`config.mk`:
```
export PLATFORM = sky130hd
export DESIGN_NAME = video_timing_gen
export DESIGN_NICKNAME = d
export VERILOG_FILES = /design/src/rtl/video_timing_gen.sv
export SDC_FILE = /design/constraint.sdc
export NUM_CORES = 1
export LEC_CHECK = 0
export CAP_MARGIN = 10
export CORE_MARGIN = 3
export CORE_UTILIZATION = 30
export CTS_CLUSTER_SIZE = 16
export DETAILED_ROUTE_END_ITERATION = 10
export GPL_ROUTABILITY_DRIVEN = 0
export PLACE_DENSITY = 0.51
export SLEW_MARGIN = 20
export SYNTH_ARGS = -nofsm -noshare
export SYNTH_HDL_FRONTEND = slang
export SYNTH_SLANG_ARGS = --single-unit
export TNS_END_PERCENT = 10
```
`constraint.sdc`:
```
create_clock -name pixel_clk -period 2.85 [get_ports pixel_clk]
set_input_delay 0.855 -clock pixel_clk [delete_from_list [all_inputs] [get_ports pixel_clk]]
set_output_delay 0.855 -clock pixel_clk [all_outputs]
set_load 0.005 [all_outputs]
```
`src/rtl/video_timing_gen.sv`:
```
// Raster timing generator: signed pixel/line coordinates with blanking at negative positions,
// plus sync, data-enable, line/frame strobes and a frame counter, all registered and aligned.
module video_timing_gen #(
   parameter int H_ACTIVE = 1280,
   parameter int H_FP     = 110,
   parameter int H_SYNC   = 40,
   parameter int H_BP     = 220,
   parameter int V_ACTIVE = 720,
   parameter int V_FP     = 5,
   parameter int V_SYNC   = 5,
   parameter int V_BP     = 20,
   parameter bit H_POL    = 1'b1,
   parameter bit V_POL    = 1'b1
) (
   input  logic               pixel_clk,
   input  logic               rst,
   input  logic               ce,
   output logic signed [11:0] hpos,
   output logic signed [11:0] vpos,
   output logic               hsync,
   output logic               vsync,
   output logic               de,
   output logic               fsync,
   output logic               line_start,
   output logic               vblank,
   output logic [15:0]        frame_count
);

   localparam int H_BLANK = H_FP + H_SYNC + H_BP;
   localparam int V_BLANK = V_FP + V_SYNC + V_BP;

   localparam logic signed [11:0] H_FIRST = 12'(-H_BLANK);
   localparam logic signed [11:0] H_LAST  = 12'(H_ACTIVE - 1);
   localparam logic signed [11:0] HS_BEG  = 12'(H_FP - H_BLANK);
   localparam logic signed [11:0] HS_END  = 12'(H_FP + H_SYNC - 1 - H_BLANK);
   localparam logic signed [11:0] V_FIRST = 12'(-V_BLANK);
   localparam logic signed [11:0] V_LAST  = 12'(V_ACTIVE - 1);
   localparam logic signed [11:0] VS_BEG  = 12'(V_FP - V_BLANK);
   localparam logic signed [11:0] VS_END  = 12'(V_FP + V_SYNC - 1 - V_BLANK);

   generate
      if ((H_ACTIVE + H_BLANK) > 2047 || (V_ACTIVE + V_BLANK) > 2047) begin : g_cfg_err
         $error("video_timing_gen: raster totals exceed 12-bit signed range");
      end
   endgenerate

   logic signed [11:0] hpos_q, vpos_q;
   logic signed [11:0] h_d, v_d;
   logic               hsync_q, vsync_q, de_q, fsync_q, line_start_q, vblank_q;
   logic [15:0]        frame_count_q;
   logic               frame_start_d;

   // Position of the pixel the next enabled edge moves to; all outputs are decoded from it
   // so they line up with the registered coordinates.
   always_comb begin
      h_d = hpos_q + 12'sd1;
      v_d = vpos_q;
      if (hpos_q == H_LAST) begin
         h_d = H_FIRST;
         v_d = (vpos_q == V_LAST) ? V_FIRST : vpos_q + 12'sd1;
      end
      frame_start_d = (h_d == H_FIRST) && (v_d == V_FIRST);
   end

   always_ff @(posedge pixel_clk) begin
      if (rst) begin
         hpos_q        <= H_LAST;
         vpos_q        <= V_LAST;
         hsync_q       <= ~H_POL;
         vsync_q       <= ~V_POL;
         de_q          <= 1'b0;
         fsync_q       <= 1'b0;
         line_start_q  <= 1'b0;
         vblank_q      <= 1'b0;
         frame_count_q <= 16'd0;
      end else if (ce) begin
         hpos_q        <= h_d;
         vpos_q        <= v_d;
         hsync_q       <= (h_d >= HS_BEG && h_d <= HS_END) ? H_POL : ~H_POL;
         vsync_q       <= (v_d >= VS_BEG && v_d <= VS_END) ? V_POL : ~V_POL;
         de_q          <= ~h_d[11] & ~v_d[11];
         vblank_q      <= v_d[11];
         line_start_q  <= (h_d == H_FIRST);
         fsync_q       <= frame_start_d;
         if (frame_start_d) begin
            frame_count_q <= frame_count_q + 16'd1;
         end
      end else begin
         // Strobes are single-cycle even when the pixel is held.
         fsync_q      <= 1'b0;
         line_start_q <= 1'b0;
      end
   end

   assign hpos        = hpos_q;
   assign vpos        = vpos_q;
   assign hsync       = hsync_q;
   assign vsync       = vsync_q;
   assign de          = de_q;
   assign fsync       = fsync_q;
   assign line_start  = line_start_q;
   assign vblank      = vblank_q;
   assign frame_count = frame_count_q;

endmodule

```
# Word level (Yosys, flattened, before mapping)
# Index checks and enable logic that the tools add are counted.
# classes
addsub,3
n_mul,0
div,0
magnitude_cmp,4
eq_ne,4
shift,0
n_mux,5
bitwise,4
n_reduce_logical,5
# ops
cell,count
12-bit 2-to-1 mux,3
12-bit by 2-bit adder with 12-bit output (second input constant),2
16-bit by 1-bit adder with 16-bit output (second input constant),1
12-bit by 10-bit equality test with 1-bit output (second input constant),1
12-bit by 11-bit equality test with 1-bit output (second input constant),1
12-bit equality test (second input constant),1
12-bit by 6-bit equality test with 1-bit output (second input constant),1
12-bit by 10-bit greater-or-equal comparator with 1-bit output (second input constant),1
12-bit by 6-bit greater-or-equal comparator with 1-bit output (second input constant),1
12-bit by 6-bit less-or-equal comparator with 1-bit output (second input constant),1
12-bit by 9-bit less-or-equal comparator with 1-bit output (second input constant),1
1-bit logical AND,3
1-bit NOT,3
1-bit 2-to-1 mux,2
2-bit AND reduction,1
2-bit OR reduction,1
1-bit bitwise AND,1
# word_totals
regBits,46
latch_bits,0
ram_bits,0
mem_bits_ro,0
in_bits,3
out_inout_bits,46
wordCells,34
mem_count,0

# Longest topological paths before layout
# Gate-level depths: netlist of the first run.
# depth
ltp_word,6
ltp_mapped,11
mapped_depth_nobuf,8

# Worst setup path before layout of the first run
# Ideal clock, no wire load.
# synth_path
kind,register -> register
start,"register hpos_q[0], in the netlist hpos[0]"
end,"register frame_count_q[14], in the netlist frame_count[14]"
setup_time_ns,0.123
arrival_time_ns,2.675
t_required_ns,2.727
path_slack_ns,0.052
path_stages_with_launch,9
path_buffers,0
synth_period_minus_slack_ns,2.798
cell_sequence,dfxtp_1 > ha_1 > and4bb_1 > nand4_1 > or3_1 > a222oi_1 > nand3_1 > nor4_1 > mux2_1
# synth_between
elab_chain_cells,5
word_cells_on_any_way,8
classes_between,add/sub (1); eq/ne (3); mux (2); reduce/logical (2)
# synth_lines
element,line,text
"start, declared",47,"logic signed [11:0] hpos_q, vpos_q;"
"start signal, assigned",67,hpos_q <= H_LAST;
"start signal, assigned",77,hpos_q <= h_d;
12-bit by 2-bit adder with 12-bit output or 12-bit equality test (tied branches),"56, 58",
12-bit 2-to-1 mux,58,if (hpos_q == H_LAST) begin
12-bit by 10-bit equality test with 1-bit output or 12-bit by 6-bit equality test with 1-bit output (tied branches),62,frame_start_d = (h_d == H_FIRST) && (v_d == V_FIRST);
1-bit logical AND (*),62,
2-bit AND reduction (no line) (*),-,
"end signal, assigned",86,frame_count_q <= frame_count_q + 16'd1;
"end, declared",50,logic [15:0] frame_count_q;
# Every way passes the cells marked *; elsewhere a longest branch is shown, timed or not.
# A chain may end at the register's enable or synchronous reset.

# Worst setup path after layout of the first run
# layout_path
start,"register hpos_q[1], in the netlist hpos[1]"
end,"register frame_count_q[0], in the netlist frame_count[0]"
# Same word-level chain as after synthesis.

==> run summary, run 1 <==
The tree is rooted in a clkbuf_8. Buffers placed on the I/O ports in this run total 48. For the warning count from the yosys run, the log shows 0.

The number of maximum-capacitance violations was 0; the iteration count of the initial detailed-routing pass was 6. The worst setup path is launched from a flop. The run gives 0 as the count of final max-slew check failures. In this run the tightest slew margin relative to its limit is 69.6%. The pin slew with the least headroom to its limit works out to 0.457 ns. Global routing consumed, on the met2 layer, 26.9% of the routing resources.

Buffers inserted during clock tree synthesis total 5. Share of cells above drive strength 1: 21.2%. The met1 global-route usage came out at 21.7%.

For this design the ratio of total power to cell area is 702 mW/mm2. The number of standard cells after synthesis was 380; the number of antenna diodes was 0. The commonest cells after synthesis are 45 x dfxtp_1, 35 x nand2_1, 30 x a21oi_1.

The starting density of the core is 31.3%. The dominant register cell in the synthesized netlist is dfxtp_1. The die covers 0.0110 mm2. In the global route stage, met3 resource usage came out at 3.27%. By area the synthesized netlist is led by dfxtp_1 31%, a21oi_1 5.1%, nand2_1 4.5%, nand3_1 3.4%, nand4_1 3.2%. Clock-pin slew reported for the worst setup and hold paths after clock tree synthesis: 0.09 ns.

Across the VDD grid, the largest voltage drop is 288 uV. Detailed placement finished with a half-perimeter wire length of 6.39 mm. From left edge to right edge, the die measures 105 um.

The run gives 35 as the site row count. The H-tree was split into 2 levels. The timing startpoint of the critical path is hpos[1]$_SDFFE_PP1P_.

dfxtp_1 takes more of the synthesized area than any other cell. No sink is reached through more buffers than the 2 on the longest clock path. Dividing the detail-routed via count by the number of cells gives 5.34. The arrival time reported for the critical path endpoint was 3.04 ns. The average wire length per cell after detail routing was 15.3 um; the flop-to-flop setup slack was 0.05 ns. The count of nets left with antenna violations once routing finished came out at 0. For this run, design rule violations remaining after detail routing come to 0. The iteration-0 DRC count of the detailed router was 142; the cell area reported after detailed placement was 0.00374 mm2. The filler cells instantiated in the layout total 992.

In the final layout, the multi-input gates occupy 0.00194 mm2. Setup repair after global routing could not meet its margin everywhere. The area of the core region came out at 0.00937 mm2. In this run the worst setup path terminates at frame_count[0]$_SDFFE_PP0P_. The clock reaches the later pin of the worst-skew pair after 0.31 ns. TritonCTS built the clock tree. The finished cells cover 0.00407 mm2. The clock period minus worst slack came out at 2.80 ns.

The via count of the first global-routing pass is 3018, and the final worst-path setup slack is 0.0542 ns. The total overflow left after global routing is 0. The logs give 0.358 GHz for the fmax and 463 for the number of nets in the final layout. The share of synthesized area in the top cell type comes to 30.7%. The routed layout has 3133 vias.

Counting flops with an async set or reset pin after synthesis yields a share of 0%. For the total of endpoints with negative setup slack in the final report, the log shows 0. The number of nets in the synthesized netlist is 386. Relative to the synthesized area, the layout overhead comes to 38.7%. For the worst setup path, the data required time is 3.09 ns. The combined global-route utilization of all metal layers is 16.3%. For the final database, setup skew stands at 0.00970 ns.

The routed design has 8.99 mm of wire. The busiest layer in global routing is met2. The worst reg2reg path startpoint is hpos[1]$_SDFFE_PP1P_. At the placement stage, the worst setup path has a slack of -0.119 ns. Yosys instantiated no cell more often than dfxtp_1. The setup TNS after final layout is 0 ns.

In this run the vertical extent of the chip is 105 um. The classification of the worst-slack hold path is reg -> reg. The tree built by TritonCTS fans out to 45 sinks.

Endpoint class of the critical path: a flop. The largest fanout on the critical path is 6, and the pin count of the biggest net entering global routing is 48. Summed over all cells, the static leakage comes to 1.47 nW.

The synthesized cell area is 0.00293 mm2. For this design the top-level I/O count stands at 49. The capturing point of the worst reg2reg path is frame_count[0]$_SDFFE_PP0P_. The run finished with clean final reports.

The run gives 0 as the initial antenna violation count. The number of buffers inserted by hold repair at cts is 0. The final critical path takes up 98.1% of the cycle. In this run the mean area of a mapped cell was 7.72 um2.

The logs give 30.7% for the share of the yosys chip area belonging to registers and 0 for the final hold violation count. Summing all flip-flop and latch instances after layout gives 903 um2. The number of library cell types mapped by synthesis was 65. The worst setup path category was reg -> reg.

After synthesis the netlist holds a flip-flop and latch count of 45. The first global-routing pass estimated 15.0 mm of wire. For the worst flop-to-flop path, the logic depth is 12. Count of flip-flops with a built-in enable after synthesis: 0.
==> layout make-up <==
class | instances | share of cell area, %
clock inverters | 2 | 0.954
well taps | 129 | 3.97
inverters | 12 | 1.11
repair buffers | 101 | 22.3
multi-input cells | 292 | 47.7
clock buffers | 6 | 1.78
flip-flops and latches | 45 | 22.2
==> metrics by stage <==
step / std cells / util, % / hold WS, ns / power, mW
6_report: 587 / 43.4 / 0.472 / 2.85
5_1_grt: 587 / 43.4 / 0.511 / 3.06
4_1_cts: 580 / 41.6 / 0.474 / 2.75
3_5_place_dp: 570 / 40.0 / 0.457 / 2.21
3_3_place_gp: 570 / 40.0 / 0.453 / 2.22
2_1_floorplan: 380 / - / 0.457 / 1.68
==> routing by layer <==
metal	part of all wire, %	vias to the layer above
met2	48	71
met3	5.0	7
li1	-	1570
met1	46	1485
met5	0	-
met4	0.97	0
==> sequential cells by signal (all words and copies together), names as in the netlist <==
register,cells
line_start,1
frame_count,16
vsync,1
de,1
hpos,12
vpos,12
fsync,1
hsync,1
==> where the power goes <==
group / switching, mW / leakage [nW] / internal, mW / total, mW
registers: 0.0501 / 0.365 / 0.697 / 0.747
logic: 0.844 / 1.05 / 0.761 / 1.60
clock network: 0.239 / 0.0554 / 0.264 / 0.502
==> placed cells by master, fill, tap and decap left out, types with 7 or more instances in the layout <==
cell / instances
nand4_1: 15
nand3_1: 19
o21ai_0: 13
clkdlybuf4s50_1: 48
nand2_1: 34
nor2_1: 25
or4_1: 7
o31ai_1: 8
inv_1: 12
buf_4: 48
dfxtp_1: 43
nor3_1: 15
a21oi_1: 26
==> repair_timing <==
item	CTS	global route
endpoints found under the setup margin	6	16
gates resized for setup	4	23
setup buffers	2	7
pin swaps	3	22
==> cells by family after synthesis <==
kind of cell | synth area share [%]
compound gates | 23.3
flops | 30.7
buf+inv | 7.42
xor+xnor | 2.69
mux | 1.49
simple gates | 33.1
fa+ha+maj | 1.28
==> worst max-delay path: stages (launching register included) <==
cell and delay, ns:
dfxtp_2 0.36, ha_4 0.14, and4bb_2 0.27, nand4_1 0.19
buf_4 0.21, a211o_1 0.22, a222oi_1 0.30, buf_4 0.18
nand4_1 0.09, buf_6 0.17, buf_6 0.11, or3_1 0.36
a21oi_2 0.12
==> how the worst min path moves through the flow <==
stage / from / endpoint / slack, ns / cells after the start
2_1_floorplan: de$_SDFFE_PP0P_ / de$_SDFFE_PP0P_ / 0.46 / 2
3_3_place_gp: hsync$_SDFFE_PP0P_ / hsync$_SDFFE_PP0P_ / 0.45 / 2
3_5_place_dp: de$_SDFFE_PP0P_ / de$_SDFFE_PP0P_ / 0.46 / 2
4_1_cts: de$_SDFFE_PP0P_ / de$_SDFFE_PP0P_ / 0.47 / 2
5_1_grt: hsync$_SDFFE_PP0P_ / hsync$_SDFFE_PP0P_ / 0.51 / 2
6_report: vsync$_SDFFE_PP0P_ / vsync$_SDFFE_PP0P_ / 0.47 / 2
Note: power is estimated with default switching activity, not from simulation.
==> inputs of run 2 (changes only) <==
- CTS_CLUSTER_SIZE: 16 -> unset
==> results of run 2 <==
The final DEF is identical to that of run 1; final timing and power are the same.
